### config.mk
export PLATFORM = sky130hd
export DESIGN_NAME = instruction_fetch
export DESIGN_NICKNAME = d
export VERILOG_FILES = /design/src/rtl/instruction_fetch.sv
export SDC_FILE = /design/constraint.sdc
export NUM_CORES = 1
export LEC_CHECK = 0
export ABC_AREA = 1
export BUFFER_PORTS_ARGS = -buffer_cell sky130_fd_sc_hd__buf_2
export CORE_MARGIN = 1.5
export CORE_UTILIZATION = 45
export CTS_CLUSTER_DIAMETER = 60
export DETAILED_ROUTE_END_ITERATION = 12
export PLACE_DENSITY = 0.7
export SLEW_MARGIN = 20
export SYNTH_ARGS = -nofsm -noshare
export SYNTH_HDL_FRONTEND = slang
export SYNTH_SLANG_ARGS = --single-unit
### constraint.sdc
create_clock -name clock -period 2.8 [get_ports clock]
set_input_delay 0.14 -clock clock [delete_from_list [all_inputs] [get_ports clock]]
set_output_delay 0.14 -clock clock [all_outputs]
set_load 0.005 [all_outputs]
### src/rtl/instruction_fetch.sv
// Instruction fetch stage: drives the instruction memory request, buffers one
// word under downstream stall, and applies prioritized PC redirects.
module instruction_fetch #(
    parameter logic [31:0] RESET_PC         = 32'h0000_0000,
    parameter logic [31:0] EXCEPTION_VECTOR = 32'h0000_F000
) (
    input  logic        clock,
    input  logic        reset,
    input  logic        Stall,
    input  logic        Flush,
    input  logic        Exception,
    input  logic        Eret,
    input  logic        Jr,
    input  logic        Jump,
    input  logic        Branch_taken,
    input  logic [31:0] Epc_in,
    input  logic [31:0] Jr_target,
    input  logic [31:0] Jump_target,
    input  logic [31:0] Branch_target,
    output logic        Imem_request,
    output logic [31:0] Imem_address,
    input  logic        Imem_ready,
    input  logic [31:0] Imem_data,
    output logic [31:0] PC_out,
    output logic [31:0] PC_plus_4_out,
    output logic [31:0] Instruction_out,
    output logic        Instruction_valid
);

    typedef enum logic {
        REQ  = 1'b0,
        HOLD = 1'b1
    } state_t;

    state_t      state, state_nxt;
    logic [31:0] pc, pc_nxt;
    logic [31:0] buf_data, buf_data_nxt;
    logic [31:0] buf_pc, buf_pc_nxt;
    logic [31:0] pc_out_nxt, pc_plus_4_out_nxt, instruction_nxt;
    logic        valid_nxt;

    logic        redirect;
    logic [31:0] redirect_target;
    logic [31:0] redirect_pc;
    logic [31:0] pc_plus_4;
    logic [31:0] buf_pc_plus_4;

    // 32-bit adders wrap naturally, so 0xFFFF_FFFC + 4 yields 0.
    assign pc_plus_4     = pc + 32'd4;
    assign buf_pc_plus_4 = buf_pc + 32'd4;

    assign Imem_request = (state == REQ);
    assign Imem_address = pc;

    // Redirect arbitration, highest priority first; targets are word-aligned.
    always_comb begin
        // NOTE: every variable driven here gets a default first so no path
        // through the if-chain can leave it unassigned and infer a latch.
        redirect        = 1'b1;
        redirect_target = Branch_target;
        if (Exception)         redirect_target = EXCEPTION_VECTOR;
        else if (Eret)         redirect_target = Epc_in;
        else if (Jr)           redirect_target = Jr_target;
        else if (Jump)         redirect_target = Jump_target;
        else if (Branch_taken) redirect_target = Branch_target;
        else                   redirect        = 1'b0;
    end

    assign redirect_pc = {redirect_target[31:2], 2'b00};

    always_comb begin
        state_nxt         = state;
        pc_nxt            = pc;
        buf_data_nxt      = buf_data;
        buf_pc_nxt        = buf_pc;
        pc_out_nxt        = PC_out;
        pc_plus_4_out_nxt = PC_plus_4_out;
        instruction_nxt   = Instruction_out;
        valid_nxt         = Instruction_valid;

        if (redirect) begin
            // Redirect wins over stall, flush, and any word returning this cycle.
            pc_nxt       = redirect_pc;
            valid_nxt    = 1'b0;
            buf_data_nxt = '0;
            buf_pc_nxt   = '0;
            state_nxt    = REQ;
        end else if (Flush) begin
            valid_nxt    = 1'b0;
            buf_data_nxt = '0;
            buf_pc_nxt   = '0;
            state_nxt    = REQ;
            // An accepted fetch still advances the PC; only its word is dropped.
            if (state == REQ && Imem_ready && !Stall) begin
                pc_nxt = pc_plus_4;
            end
        end else begin
            case (state)
                REQ: begin
                    if (Imem_ready) begin
                        if (Stall) begin
                            buf_data_nxt = Imem_data;
                            buf_pc_nxt   = pc;
                            state_nxt    = HOLD;
                        end else begin
                            instruction_nxt   = Imem_data;
                            pc_out_nxt        = pc;
                            pc_plus_4_out_nxt = pc_plus_4;
                            valid_nxt         = 1'b1;
                            pc_nxt            = pc_plus_4;
                        end
                    end else if (!Stall) begin
                        valid_nxt = 1'b0;
                    end
                end
                HOLD: begin
                    if (!Stall) begin
                        instruction_nxt   = buf_data;
                        pc_out_nxt        = buf_pc;
                        pc_plus_4_out_nxt = buf_pc_plus_4;
                        valid_nxt         = 1'b1;
                        pc_nxt            = buf_pc_plus_4;
                        state_nxt         = REQ;
                    end
                end
                default: state_nxt = REQ;
            endcase
        end
    end

    always_ff @(posedge clock) begin
        // NOTE: state registers use non-blocking assignments so every flop
        // samples the pre-edge values regardless of statement order.
        if (!reset) begin
            state             <= REQ;
            pc                <= RESET_PC;
            buf_data          <= '0;
            buf_pc            <= '0;
            PC_out            <= '0;
            PC_plus_4_out     <= '0;
            Instruction_out   <= '0;
            Instruction_valid <= 1'b0;
        end else begin
            state             <= state_nxt;
            pc                <= pc_nxt;
            buf_data          <= buf_data_nxt;
            buf_pc            <= buf_pc_nxt;
            PC_out            <= pc_out_nxt;
            PC_plus_4_out     <= pc_plus_4_out_nxt;
            Instruction_out   <= instruction_nxt;
            Instruction_valid <= valid_nxt;
        end
    end

endmodule

# After elaboration in Yosys (flattened, before gate mapping)
# Cells that the tools add are included.
[totals]
ff_bits = 194
in_bits = 170
output_inout_bits = 130
[classes]
add_sub_neg = 2
n_eq_ne = 12
n_mux = 31
n_bitwise = 4
n_reduce_logical = 9
[op_table]
columns = ["cell", "count"]
rows = [
  ["32-bit two-way mux", 16],
  ["32-bit case mux with 2 select lines", 3],
  ["32-bit by 3-bit adder with 32-bit output (second input constant)", 2],
  ["1-bit two-way mux", 10],
  ["4-bit by 3-bit != test with 1-bit output (second input constant)", 2],
  ["4-bit AND reduction", 2],
  ["3-bit by 2-bit != test with 1-bit output (second input constant)", 2],
  ["3-bit != test (second input constant)", 2],
  ["5-bit AND reduction", 1],
  ["2-bit by 1-bit != test with 1-bit output (second input constant)", 2],
  ["2-bit != test (second input constant)", 2],
  ["4-bit by 2-bit != test with 1-bit output (second input constant)", 1],
  ["1-bit inverter", 4],
  ["1-bit case mux with 2 select lines", 2],
  ["3-bit by 1-bit != test with 1-bit output (second input constant)", 1],
  ["3-bit AND reduction", 1],
  ["3-bit OR reduction", 1],
  ["1-bit logical AND", 2],
  ["2-bit OR reduction", 1],
  ["1-bit logical NOT", 1],
]

# Logic depth before layout (Yosys ltp)
[logic_depth]
depth_word = 7
mapped_depth = 13
ltp_nobuf = 13

# Least setup slack after synthesis
# No wires, ideal clock.
[synth_path]
kind = "reg2reg"
start = "register pc[3], in the netlist Imem_address[3]"
end = "register pc[24], in the netlist Imem_address[24]"
setup_time_ns = 0.119
arrival_ns = 1.542
t_required_ns = 2.681
slack_ns = 1.138
path_stages_with_launch = 13
path_buffers = 0
synth_period_minus_slack_ns = 1.662
cell_sequence = "dfxtp_1 -> ha_1 -> nand2_1 -> nor2_2 -> nand2_1 -> nor2_4 -> nand2_1 -> nand2_1 -> nand2_1 -> o21ai_0 -> inv_1 -> nand2_1 -> a21oi_1"
[synth_via]
elab_chain_len = 6
[synth_rtl]
columns = ["item", "line_no", "text"]
rows = [
  ["start, declared", "36", "logic [31:0] pc, pc_nxt;"],
  ["start signal, assigned", "145", "pc <= pc_nxt;"],
  ["32-bit by 3-bit adder with 32-bit output (*)", "49", "assign pc_plus_4 = pc + 32'd4;"],
  ["32-bit two-way mux", "101", "if (Stall) begin"],
  ["32-bit two-way mux", "100", "if (Imem_ready) begin"],
  ["32-bit case mux with 2 select lines", "98", "case (state)"],
  ["32-bit two-way mux (*)", "88", "end else if (Flush) begin"],
  ["32-bit two-way mux (*)", "81", "if (redirect) begin"],
]
# Mark *: on every way between the ends. The rest lies on a longest branch, timed or not. The select of a mux whose other input is x is not followed.
# A chain may end at the register's enable or synchronous reset.

# Worst setup path in the final report
[layout_path]
start = "register state"
end = "register pc[23], in the netlist Imem_address[23]"
[layout_via]
elab_chain_len = 5
[layout_rtl]
columns = ["item", "line_no", "text"]
rows = [
  ["start, declared", "35", "state_t state, state_nxt;"],
  ["start signal, assigned", "144", "state <= state_nxt;"],
  ["1-bit inverter", "-", ""],
  ["1-bit logical AND (2 in a row)", "94", "if (state == REQ && Imem_ready && !Stall) begin"],
  ["3-bit by 1-bit != test with 1-bit output (no line)", "-", ""],
  ["4-bit AND reduction (no line)", "-", ""],
]
# Parallel ways exist; a longest one is shown, timed or not.

==> summary.md <==
| Metric | Value |
|---|---|
| Run status | finished, final reports clean |
| Most crowded layer after global routing | met2 |
| Number of antenna cells inserted | 0 |
| Vias in the first global route | 10.6k |
| Critical Path Source Type | flop |
| Total wire length after detailed routing | 35,100 um |
| Netlist Area Pre-Place | 10,800 um^2 |
| HPWL reported at the end of detailed placement | 25,000 um |
| Power, Total | 0.00594 W |
| Post-route DRC violation count | 0 |
| Number of cells on the worst reg-to-reg path | 7 |
| Peak Freq | ~0.45 GHz |
| Root Driver | sky130_fd_sc_hd__clkbuf_16 |
| Number of nets in the finished design | 2,083 |
| Hold Crit Depth | 3 |
| Core area | roughly 23,000 um^2 |
| Highest-count cells in the layout ignoring fill and taps | sky130_fd_sc_hd__nand2_1, sky130_fd_sc_hd__buf_2, sky130_fd_sc_hd__dfxtp_1, sky130_fd_sc_hd__nor2_1, sky130_fd_sc_hd__o21ai_0 |
| Critical Path Most Common Cell | sky130_fd_sc_hd__inv_1 |
| Most common cell after layout, fill and taps aside | sky130_fd_sc_hd__nand2_1 |
| Die Wd | 158 um |
| Hold WC Path Type | in -> reg |
| Unique masters post-synth | 35 |
| Crit end category | flop |
| Number of nets in the synthesized netlist | 1,828 |
| Setup repair after global routing missed its margin | no |
| Post-Synthesis Mean Instance Area | 6.51 um^2 |
| Top cell type's share of synthesized area | a little over a third |
| Number of hold violations in the final report | 0 |
| Placement row count | 56 |
| Stage delay of the slowest cell on the critical path | 0.66 ns |
| Starting Density | 46.0% |
| Number of buffer cells added on primary ports | 291 |
| Initial detailed-routing violation count | around 1.0k |
| Initial antenna violation count | 0 |
| Clock transition at the register clock pins on the worst setup and hold paths after CTS | 0.07 ns |
| TritonCTS Sinks | about 190 |
| TritonCTS clock tree | done |
| Count of endpoints failing setup in the final report | 0 |
| Leakage component of the power | between 6 and 7 nW |
| Number of synthesized register bits | 192 |
| Global router's overall resource usage | 28.0% |
| Area leader, netlist | sky130_fd_sc_hd__dfxtp_1 |
| Final max-slew violation count | 0 |
| Worst hold margin | 0.0171 ns |
| Slowest cell on the critical path | sky130_fd_sc_hd__inv_1 |
| Worst endpoint required time | around 3.2 ns |
| IR drop worst, VDD | roughly 0.36 mV |
| Share of cells above drive strength 1 | 19.6% |
| Detail-routed net length per standard cell | 15.7 um |
| Start-to-end type of the worst setup path | reg -> reg |
| Gr ovfl total | 0 |
| Portion of the post-synthesis area used by sequential elements | 35.6% |
| Final instance count without filler cells | 2,243 |
| Met2 capacity usage during global routing | a little under half |
| Cell breakdown of the critical path | o21ai_2 > inv_1 > o21ai_0 > nand2_2 > inv_1 > nor2_1 > a21oi_1 |
| Die Y-Extent | about 160 um |
| First-pass GRT wire length | 54,900 um |
| Final RePlAce weighted congestion | around 1 |
| Met1 Track Usage GR | approximately 36% |
| Final worst path period share | 80.0% |
| Number of buffers added by the clock tree synthesis step | 17 |
| Global Route met3 Usage | 4.98% |
| Power density over the cells | 449 nW/um^2 |
| Largest fanout on the critical path | 22 |
| Syn. warnings | 0 |
| Total placed cells including tap cells | 2,179 |
| Final worst clock skew | 0.0131 ns |
| Layout fillers | around 2.3k |
| Instance count of the mapped netlist | 1,656 |
| Clock H-tree levels | 4 |
| Arr. time, crit path | about 2.6 ns |
| Number of iterations in the first detailed-routing pass | 5 |
| Number of ports placed on the die boundary | 300 |
| TNS Setup | 0 ns |
| Biggest area contributors in the synthesized netlist | sky130_fd_sc_hd__dfxtp_1, sky130_fd_sc_hd__nand2_1, sky130_fd_sc_hd__o21ai_0 |
| Via count | 11.9k |
| Pin count of the biggest net entering global routing | 112 |
| Worst slew slack as a fraction of its limit | 29.9% |
| Vias per Instance | 5.30 |
| Buffer depth of the longest clock path | 2 |
| Post-CTS setup buffers | 0 |
| Transition at the pin with the smallest max-transition slack | 1.05 ns |
| Clk Latency, worst-skew pair | 0.44 ns |
| Final core utilization | around 56% |
| Total Die Area | between 20,000 and 25,000 um^2 |
| Synthesis-to-layout area growth | 22.7% |
| Total of max-cap violations | 0 |
| Final critical path time including I/O delays and setup | roughly 2.2 ns |
| Antenna viol nets, final | 0 |
per-layer routing:
| metal | vias to the layer above | routed length, um |
|---|---|---|
| met3 | 69 | 2460 |
| met1 | 5404 | 15200 |
| met4 | 0 | 953 |
| met2 | 434 | 16500 |
| li1 | 5977 | - |
| met5 | - | 0 |
power by group:
part	internal, W	switching, W
registers	0.00276	0.0000792
clock network	0.00127	0.00118
logic	0.000287	0.000369
total	0.00431	0.00162
flip-flops by register name, summed over array words and instances, names as in the netlist, named ones only:
register and count:
Imem_address 30, buf_data 32, state 1, Instruction_out 32, buf_pc 32, PC_out 32
Instruction_valid 1, PC_plus_4_out 30
cell type report:
| class | count | area, um^2 | share of cell area [%] |
|---|---|---|---|
| Clock buffer | 18 | 429 | 3.24 |
| Clock inverter | 14 | 150 | 1.13 |
| Tap cell | 319 | 399 | 3.01 |
| Multi-Input combinational cell | 1234 | 5970 | 45.1 |
| Sequential cell | 192 | 3850 | 29.1 |
| Inverter | 123 | 464 | 3.51 |
| Timing Repair Buffer | 343 | 1980 | 14.9 |
critical path, delay by kind of cell (launching register included):
family                 cells  cell delay, ns
AO/OA/AOI/OAI              3            0.61
buffers and inverters      2            0.76
flip-flops                 1            0.36
AND/OR/NAND/NOR            2            0.44
synthesized netlist by cell type:
library cell and instances:
sky130_fd_sc_hd__a211oi_1 24, sky130_fd_sc_hd__a21oi_1 84, sky130_fd_sc_hd__a22oi_1 1, sky130_fd_sc_hd__a31oi_1 70, sky130_fd_sc_hd__and2_1 2, sky130_fd_sc_hd__buf_1 7
sky130_fd_sc_hd__buf_2 30, sky130_fd_sc_hd__buf_4 7, sky130_fd_sc_hd__buf_6 7, sky130_fd_sc_hd__clkbuf_1 56, sky130_fd_sc_hd__dfxtp_1 192, sky130_fd_sc_hd__ha_1 2
sky130_fd_sc_hd__inv_1 115, sky130_fd_sc_hd__inv_2 7, sky130_fd_sc_hd__inv_4 1, sky130_fd_sc_hd__mux2i_1 35, sky130_fd_sc_hd__nand2_1 456, sky130_fd_sc_hd__nand2_2 4
sky130_fd_sc_hd__nand2b_1 1, sky130_fd_sc_hd__nand3_1 105, sky130_fd_sc_hd__nand3b_1 8, sky130_fd_sc_hd__nand4_1 1, sky130_fd_sc_hd__nand4_4 1, sky130_fd_sc_hd__nor2_1 189
sky130_fd_sc_hd__nor2_2 12, sky130_fd_sc_hd__nor2_4 7, sky130_fd_sc_hd__nor3_1 1, sky130_fd_sc_hd__o211ai_1 19, sky130_fd_sc_hd__o21ai_0 165, sky130_fd_sc_hd__o21ai_1 19
sky130_fd_sc_hd__o21ai_2 1, sky130_fd_sc_hd__o21bai_1 5, sky130_fd_sc_hd__o221ai_1 2, sky130_fd_sc_hd__xnor2_1 1, sky130_fd_sc_hd__xor2_1 19
path summary, 6_finish.rpt:
kind / startpoint / endpoint / slack, ns
max: state / Imem_address[23] / 0.56
min: Stall / state / 0.02
max reg2reg: state / Imem_address[23] / 0.56
min reg2reg: buf_data[16] / Instruction_out[16] / 0.47
repair_timing:
action | in CTS | in global routing
endpoints found under the hold margin | 64 | 0
hold buffers | 32 | 0
resized for setup | 0 | 0
stage by stage:
step / cell area [um^2] / worst slack [ns]
2_1_floorplan: 10800 / 1.14
3_3_place_gp: 12300 / 0.421
3_5_place_dp: 12300 / 0.324
4_1_cts: 13200 / 0.551
5_1_grt: 13200 / 0.407
6_report: 13200 / 0.560
cells by family after synthesis:
| kind of cell | Yosys count | synth area share (%) |
|---|---|---|
| flops | 192 | 35.6 |
| compound gates | 390 | 20.1 |
| fa+ha+maj | 2 | 0.232 |
| xor+xnor | 20 | 1.62 |
| mux | 35 | 3.25 |
| buf+inv | 230 | 9.11 |
| simple gates | 787 | 30.0 |
No activity file was read; power rests on OpenSTA's default activity.
